**src/rtl/fa_bist_pkg.sv**
```systemverilog
// Shared encodings and sizes for the full-adder BIST controller and its golden model.
package fa_bist_pkg;

  localparam int VEC_W       = 3;
  localparam int NUM_VECTORS = 8;

  typedef enum logic [1:0] {
    IDLE  = 2'd0,
    DRIVE = 2'd1,
    DONE  = 2'd2
  } state_t;

endpackage

```
**src/rtl/fa_golden.sv**
```systemverilog
// Combinational reference full adder used to judge the adder under test.
module fa_golden (
  input  logic a_i,
  input  logic b_i,
  input  logic cin_i,
  output logic exp_s_o,
  output logic exp_cout_o
);

  assign exp_s_o    = a_i ^ b_i ^ cin_i;
  assign exp_cout_o = (a_i & b_i) | (a_i & cin_i) | (b_i & cin_i);

endmodule

```
**src/rtl/fa_bist.sv**
```systemverilog
// BIST controller: sweeps all {a,b,cin} vectors into an external full adder,
// samples its outputs after a settle window and scores them against fa_golden.
module fa_bist
  import fa_bist_pkg::*;
#(
  parameter int SETTLE_CYCLES = 1,
  parameter int PASSES        = 1,
  parameter int ERR_W         = 4
) (
  input  logic             clk,
  input  logic             rst,
  input  logic             start,
  output logic             dut_a,
  output logic             dut_b,
  output logic             dut_cin,
  input  logic             dut_s,
  input  logic             dut_cout,
  output logic             busy,
  output logic             done,
  output logic             pass,
  output logic [ERR_W-1:0] err_count,
  output logic             first_fail_valid,
  output logic [VEC_W-1:0] first_fail_vec
);

  localparam int SET_W  = $clog2(SETTLE_CYCLES + 1);
  localparam int PASS_W = $clog2(PASSES + 1);

  state_t              state_q, state_d;
  logic [VEC_W-1:0]    vec_q, vec_d;
  logic [SET_W-1:0]    settle_q, settle_d;
  logic [PASS_W-1:0]   pcnt_q, pcnt_d;
  logic [ERR_W-1:0]    err_q, err_d;
  logic                ffv_q, ffv_d;
  logic [VEC_W-1:0]    ffvec_q, ffvec_d;
  logic                pass_q, pass_d;

  logic exp_s, exp_cout;
  logic sample, mismatch, last_vec;

  function automatic logic [ERR_W-1:0] sat_inc(input logic [ERR_W-1:0] v);
    return (&v) ? v : v + ERR_W'(1);
  endfunction

  fa_golden u_golden (
    .a_i       (vec_q[2]),
    .b_i       (vec_q[1]),
    .cin_i     (vec_q[0]),
    .exp_s_o   (exp_s),
    .exp_cout_o(exp_cout)
  );

  assign sample   = (state_q == DRIVE) && (settle_q == SET_W'(SETTLE_CYCLES - 1));
  assign mismatch = sample && ({dut_s, dut_cout} != {exp_s, exp_cout});
  assign last_vec = (vec_q == VEC_W'(NUM_VECTORS - 1)) && (pcnt_q == PASS_W'(PASSES - 1));

  always_comb begin
    state_d  = state_q;
    vec_d    = vec_q;
    settle_d = settle_q;
    pcnt_d   = pcnt_q;
    err_d    = err_q;
    ffv_d    = ffv_q;
    ffvec_d  = ffvec_q;
    pass_d   = pass_q;
    case (state_q)
      IDLE: begin
        if (start) begin
          state_d  = DRIVE;
          vec_d    = '0;
          settle_d = '0;
          pcnt_d   = '0;
          err_d    = '0;
          ffv_d    = 1'b0;
          ffvec_d  = '0;
          pass_d   = 1'b0;
        end
      end
      DRIVE: begin
        if (sample) begin
          settle_d = '0;
          if (mismatch) begin
            err_d = sat_inc(err_q);
            if (!ffv_q) begin
              ffv_d   = 1'b1;
              ffvec_d = vec_q;
            end
          end
          // vec wraps to 000 after the last vector, so the DUT inputs return to 0 in DONE
          vec_d = vec_q + VEC_W'(1);
          if (vec_q == VEC_W'(NUM_VECTORS - 1)) pcnt_d = pcnt_q + PASS_W'(1);
          if (last_vec) begin
            state_d = DONE;
            pass_d  = (err_d == '0);
          end
        end else begin
          settle_d = settle_q + SET_W'(1);
        end
      end
      DONE:    state_d = IDLE;
      default: state_d = IDLE;
    endcase
  end

  always_ff @(posedge clk or posedge rst) begin
    if (rst) begin
      state_q  <= IDLE;
      vec_q    <= '0;
      settle_q <= '0;
      pcnt_q   <= '0;
      err_q    <= '0;
      ffv_q    <= 1'b0;
      ffvec_q  <= '0;
      pass_q   <= 1'b0;
    end else begin
      state_q  <= state_d;
      vec_q    <= vec_d;
      settle_q <= settle_d;
      pcnt_q   <= pcnt_d;
      err_q    <= err_d;
      ffv_q    <= ffv_d;
      ffvec_q  <= ffvec_d;
      pass_q   <= pass_d;
    end
  end

  assign {dut_a, dut_b, dut_cin} = vec_q;
  assign busy             = (state_q == DRIVE);
  assign done             = (state_q == DONE);
  assign pass             = pass_q;
  assign err_count        = err_q;
  assign first_fail_valid = ffv_q;
  assign first_fail_vec   = ffvec_q;

endmodule
```
**config.mk**
```make
export PLATFORM = sky130hd
export DESIGN_NAME = fa_bist
export DESIGN_NICKNAME = d
export VERILOG_FILES = /design/src/rtl/fa_bist_pkg.sv /design/src/rtl/fa_golden.sv /design/src/rtl/fa_bist.sv
export SDC_FILE = /design/constraint.sdc
export NUM_CORES = 1
export LEC_CHECK = 0
export BUFFER_PORTS_ARGS = -buffer_cell sky130_fd_sc_hd__buf_2
export CAP_MARGIN = 30
export CELL_PAD_IN_SITES_DETAIL_PLACEMENT = 1
export CELL_PAD_IN_SITES_GLOBAL_PLACEMENT = 2
export CORE_MARGIN = 8
export CORE_UTILIZATION = 29
export CTS_CLUSTER_DIAMETER = 120
export DETAILED_ROUTE_END_ITERATION = 10
export GPL_TIMING_DRIVEN = 0
export PLACE_DENSITY_LB_ADDON = 0.25
export SLEW_MARGIN = 20
export SYNTH_ARGS = -nofsm -noshare
export SYNTH_HDL_FRONTEND = slang
export SYNTH_HIERARCHICAL = 1
export SYNTH_SLANG_ARGS = --single-unit
export TNS_END_PERCENT = 5
```
**constraint.sdc**
```tcl
create_clock -name clk -period 2.16 [get_ports clk]
set_input_delay 0.324 -clock clk [delete_from_list [all_inputs] [get_ports clk]]
set_output_delay 0.324 -clock clk [all_outputs]
set_load 0.1 [all_outputs]
```
==> impl_metrics.csv, run 1 <==
group,metric,value,unit
run_status,status,"finished, final reports clean",
route,drt-initial-drc-count,25,
clocking,cts_tree,"yes",
hold_path,hp-class,"primary input to async pin",
synth,synth_flop_cell,"dfrtp_1",
route,wl,2.129,mm
job,drv_cap,0,
clocking,htree_levels,1,
grt,grt_antenna_before_repair,0,
timing,setup_viol,0,
clocking,cts_root_buf,"clkbuf_4",
floorplanning,rows,19,
clocking,cts_hold_buf,0,
cells_and_area,fill_cells,311,
synth,synth_seq_cells,16,
worst_setup_path,end_kind,"flip-flop",
floorplanning,initial_core_util,30.48,%
route,viasPerCell,5.168,
timing,slew_viol_final,0,
route,ant_nets,0,
place,dp.final_hpwl,1.636,mm
cells_and_area,area_growth,27.33,%
synth,synthTopCellsByArea,"dfrtp_1, o21ai_0, ha_1",
timing,hold_viol_final,0,
place,place.gp.congestion,0.6831,
worst_setup_path,cp.arrival,2.31,ns
worst_setup_path,cp_max_fo,5,
worst_setup_path,cp-start-kind,"flip-flop",
cells_and_area,seq_area,414.1,sq um
cells_and_area,fin_cells,131,
timing,period_share,98.54,%
grt,grt_usage,9.283,%
timing,relSlewSlack,56.56,%
place,portBuffers,18,
place,post_dp_cell_area,985.9,sq um
timing,holdWs,0.1090,ns
floorplanning,die_x,69.61,microns
grt,grt_overflow,0,
timing,fmax,469.8,MHz
floorplanning,dieHeight,69.61,microns
cells_and_area,design_area,1061,sq um
timing,setup_tns,0,ns
cells_and_area,num_antenna_cells,0,
synth,ys_types,29,
place,dp.cells,126,
clocking,clock_sinks,16,
floorplanning,ios,19,
floorplanning,die-area,4845,sq um
synth,yosysWarnings,6,
timing,period_minus_slack,2.128,ns
route,drt_pre_antenna_iters,4,
synth,synthArstFlopShare,100.0,%
route,wl_per_cell,16.25,microns
worst_setup_path,crit_required,2.34,ns
route,vias,677,
synth,synth_commonest_cells,"dfrtp_1, nand2_1, o21ai_0",
cells_and_area,layout.nets,110,
synth,synth_cells,77,
clocking,numCtsBuffers,3,
cells_and_area,layout-drive-gt1-share,41.00,%
synth,yosys.area.top_type,"dfrtp_1",
route,drc,0,
grt,grt_pass1_vias,749,
grt,grt_pass1_wl,3.726,mm
synth,yosys.area.top_type_share,48.05,%
synth,syn_area,833.3,sq um
grt,grt_max_degree,17,
clocking,clk_path_buf_depth,2,
cells_and_area,multi_input_area,466.7,sq um
clocking,clk_latency,0.29,ns
synth,syn-mean-instance-area,10.82,sq um
synth,yosysSeqAreaShare,48.05,%
synth,synth_edf_count,0,
timing,finalClockSkew,0.003974,ns
synth,yosysMostFrequentCell,"dfrtp_1",
synth,syn_nets,86,
clocking,clkTransAtPathRegs,0.10,ns
floorplanning,core_area,2734,sq um
timing,rsz0062_at_grt,"true",
timing,worstMarginPinSlew,0.6509,ns
worst_setup_path,worstSetupPathType,"flip-flop to flip-flop",
-- stage by stage --
stage               utilization [%]  setup slack [ns]
floorplan                         -          -0.04892
global placement              36.06           0.02911
detailed placement            36.06          -0.03472
CTS                           37.89          -0.01686
global route                  38.81          -0.01831
finish                        38.81           0.03155
-- critical path, cell delays in order (launching register included) --
cell and delay, ns:
dfrtp_4 0.52, fa_2 0.63, xor2_4 0.23, o211ai_4 0.11, mux2_4 0.31, a32o_1 0.21
-- routing by layer --
metal | vias up | part of all wire (%) | track usage, %
li1 | 323 | - | -
met1 | 341 | 44 | 10.58
met2 | 11 | 51 | 15.47
met3 | 2 | 4.7 | 2.575
met4 | 0 | 0.66 | 4.556
met5 | - | 0 | 0
-- layout make-up --
class,instances,area share [%]
Tap cell,31,3.656
Timing Repair Buffer,19,9.198
Sequential cell,16,39.03
Multi-Input combinational cell,59,43.99
Clock buffer,4,3.420
Inverter,2,0.7075
-- what timing repair did --
item | 4_1_cts | 5_1_grt
gates resized for setup | 1 | 5
pin swaps | 3 | 4
setup endpoints to repair | 2 | 6
setup buffers | 1 | 0
-- cells by family after synthesis --
logic type | synth area share, %
AND/OR/NAND/NOR | 19.07
XOR/XNOR | 2.102
multiplexers | 3.003
buffers and inverters | 0.9012
adder cells (fa/ha/maj) | 6.907
flip-flops | 48.05
AO/OA/AOI/OAI | 19.97
-- final timing paths --
path	slack (ns)	cells past startpoint	startpoint	endpoint
worst max-delay path	0.03	5	vec_q[1]	pass
worst min-delay path	0.11	2	rst	vec_q[1]
worst max register to register	0.03	5	vec_q[1]	pass
worst min register to register	0.51	1	first_fail_vec[0]	first_fail_vec[0]
max in group asynchronous	1.57	2	rst	vec_q[2]
min in group clk	0.41	3	start	state_q[0]
-- registers in the layout, summed over array words and instances, names as in the netlist --
| name | cells |
|---|---|
| settle_q | 1 |
| state_q | 2 |
| first_fail_vec | 3 |
| vec_q | 3 |
| err_count | 4 |
| pass | 1 |
| first_fail_valid | 1 |
| pcnt_q | 1 |
-- placed cells by master (no fill, tap or decap), types with 2 or more instances in the layout --
cell	instances
clkbuf_4	3
a22o_2	2
o21ai_0	7
dfrtp_1	11
nand2_1	9
nor2_1	7
nand3_1	3
a22o_1	3
nor3b_1	2
buf_2	18
ha_1	3
inv_1	2
dfrtp_4	3
dfrtp_2	2
Power of run 1 is not shown: default switching activity piles up to over one toggle a cycle in this logic, so the estimate is an artifact.
==> run 2, diff against run 1 <==
--- a/config.mk
+++ b/config.mk
@@ -7,8 +7,9 @@
 export LEC_CHECK = 0
 export BUFFER_PORTS_ARGS = -buffer_cell sky130_fd_sc_hd__buf_2
 export CAP_MARGIN = 30
-export CELL_PAD_IN_SITES_DETAIL_PLACEMENT = 1
+export CELL_PAD_IN_SITES_DETAIL_PLACEMENT = 0
 export CELL_PAD_IN_SITES_GLOBAL_PLACEMENT = 2
+export CORE_ASPECT_RATIO = 0.7
 export CORE_MARGIN = 8
 export CORE_UTILIZATION = 29
 export CTS_CLUSTER_DIAMETER = 120
==> run 2 against run 1 <==
Effect of this change:
- register-to-register slack barely moved
- flip-flop and latch count unchanged
- via count shrank 4.4%
- clock skew shrank 0.0026 ns
- maximum frequency is 0.48% higher
- cell count is 3.1% higher
- design area stayed put
- non-clock buffer count fell by 1
- utilization shrank 0.40 points
- wire length decreased by 11%
- worst hold slack better by 0.035 ns
- count of clock-buffer cells in the layout is the same
- critical path type unchanged
==> impl_metrics.csv, run 2 (synthesis gave the netlist of run 1 again) <==
group,metric,value,unit
run_status,status,"finished, final reports clean",
worst_setup_path,worstSetupPathType,"flip-flop to flip-flop",
clocking,cts_resized,0,
route,vias,647,
cells_and_area,layout-drive-gt1-share,38.38,%
grt,grt_pass1_wl,3.118,mm
place,place.gp.congestion,0.7170,
worst_setup_path,max_stage_delay,0.58,ns
cells_and_area,postLayoutCoreUtil,38.41,%
timing,setup_viol,0,
grt,grt_overflow,0,
worst_setup_path,reg2regPathDepth,5,
grt,grt_usage,8.401,%
place,portBuffers,18,
worst_setup_path,cp_max_fo,5,
clocking,clock_sinks,16,
route,drt_pre_antenna_iters,4,
worst_setup_path,slowest_stage,"fa_1",
cells_and_area,fill_cells,287,
cells_and_area,area_growth,27.33,%
clocking,clk_latency,0.25,ns
worst_setup_path,r2r_start,"vec_q[1]",
worst_setup_path,crit_buf_inv,0,
clocking,numCtsBuffers,3,
worst_setup_path,cp-start-kind,"flip-flop",
clocking,cts_tree,"yes",
clocking,clk_path_buf_depth,2,
grt,grt_pass1_vias,631,
worst_setup_path,end_kind,"flip-flop",
timing,rsz0062_at_grt,"true",
place,dp.cells,131,
cells_and_area,largest_reg_flops,4,
floorplanning,initial_core_util,30.16,%
cells_and_area,layout_common_cells,"buf_2, dfrtp_1, nand2_1",
clocking,htree_levels,1,
timing,period_share,98.07,%
worst_setup_path,cp.arrival,2.26,ns
route,wl_per_cell,14.04,microns
worst_setup_path,cp.depth,5,
route,wl,1.896,mm
timing,fmax,472.1,MHz
floorplanning,ios,19,
worst_setup_path,crit_required,2.30,ns
worst_setup_path,path_cells,"fa_1, xor2_2, o211ai_4, mux2_4, a32o_1",
floorplanning,dieHeight,60.85,microns
floorplanning,core_area,2763,sq um
route,viasPerCell,4.793,
grt,grt_antenna_before_repair,0,
cells_and_area,fin_cells,135,
worst_setup_path,critPathTopFamily,"adder cells",
cells_and_area,final_common_cell,"buf_2",
cells_and_area,layout.nets,109,
place,dp.final_hpwl,1.496,mm
route,drt-initial-drc-count,21,
worst_setup_path,rrSetupSlack,0.04,ns
route,ant_nets,0,
timing,period_minus_slack,2.118,ns
job,drv_cap,0,
timing,relSlewSlack,58.03,%
cells_and_area,multi_input_area,449.2,sq um
floorplanning,die_x,80.07,microns
hold_path,hp-class,"primary input to async pin",
cells_and_area,seq_area,414.1,sq um
route,drc,0,
timing,hold_viol_final,0,
timing,slew_viol_final,0,
worst_setup_path,r2r_end,"pass",
cells_and_area,num_antenna_cells,0,
clocking,cts_hold_buf,0,
floorplanning,die-area,4872,sq um
clocking,cts_root_buf,"clkbuf_8",
clocking,clkTransAtPathRegs,0.06,ns
timing,worstMarginPinSlew,0.6289,ns
clocking,cts_setup_buffers,0,
grt,grt_max_degree,17,
timing,finalClockSkew,0.001391,ns
floorplanning,rows,16,
-- run 2: cell type report --
type                            count  area share [%]
Multi-Input combinational cell     59           42.33
Sequential cell                    16           39.03
Timing Repair Buffer               18           8.491
Clock buffer                        4           5.189
Tap cell                           36           4.245
Inverter                            2          0.7075
-- run 2: worst max path at each step --
| stage | startpoint | end | slack [ns] |
|---|---|---|---|
| after floorplan | vec_q[1] | pass | -0.05 |
| after global placement | vec_q[1] | err_count[3] | 0.05 |
| after detailed placement | vec_q[1] | err_count[3] | -0.004 |
| after CTS | vec_q[1] | err_count[3] | -0.01 |
| after global routing | vec_q[1] | err_count[3] | -0.03 |
| final | vec_q[1] | pass | 0.04 |
-- run 2: routing by layer --
metal	vias to the layer above	wire [microns]	share of wire (%)	GRT usage [%]
li1	324	-	-	-
met1	307	971	51	11.51
met2	13	794	42	11.48
met3	3	118	6.2	4.142
met4	0	12	0.63	1.546
met5	-	0	0	0
-- run 2: stage by stage --
stage | hold WS, ns | worst slack [ns] | TNS (ns) | instance area, sq um
6_report | 0.1445 | 0.04179 | 0 | 1061
5_1_grt | 0.1967 | -0.02957 | -0.08243 | 1061
4_1_cts | 0.1602 | -0.01129 | -0.01129 | 1047
3_5_place_dp | 0.4396 | -0.003769 | -0.003769 | 992.2
3_3_place_gp | 0.4451 | 0.04642 | 0 | 992.2
2_1_floorplan | 0.2377 | -0.04892 | -0.06644 | 857.1
Power of run 2 is left out for the same reason.
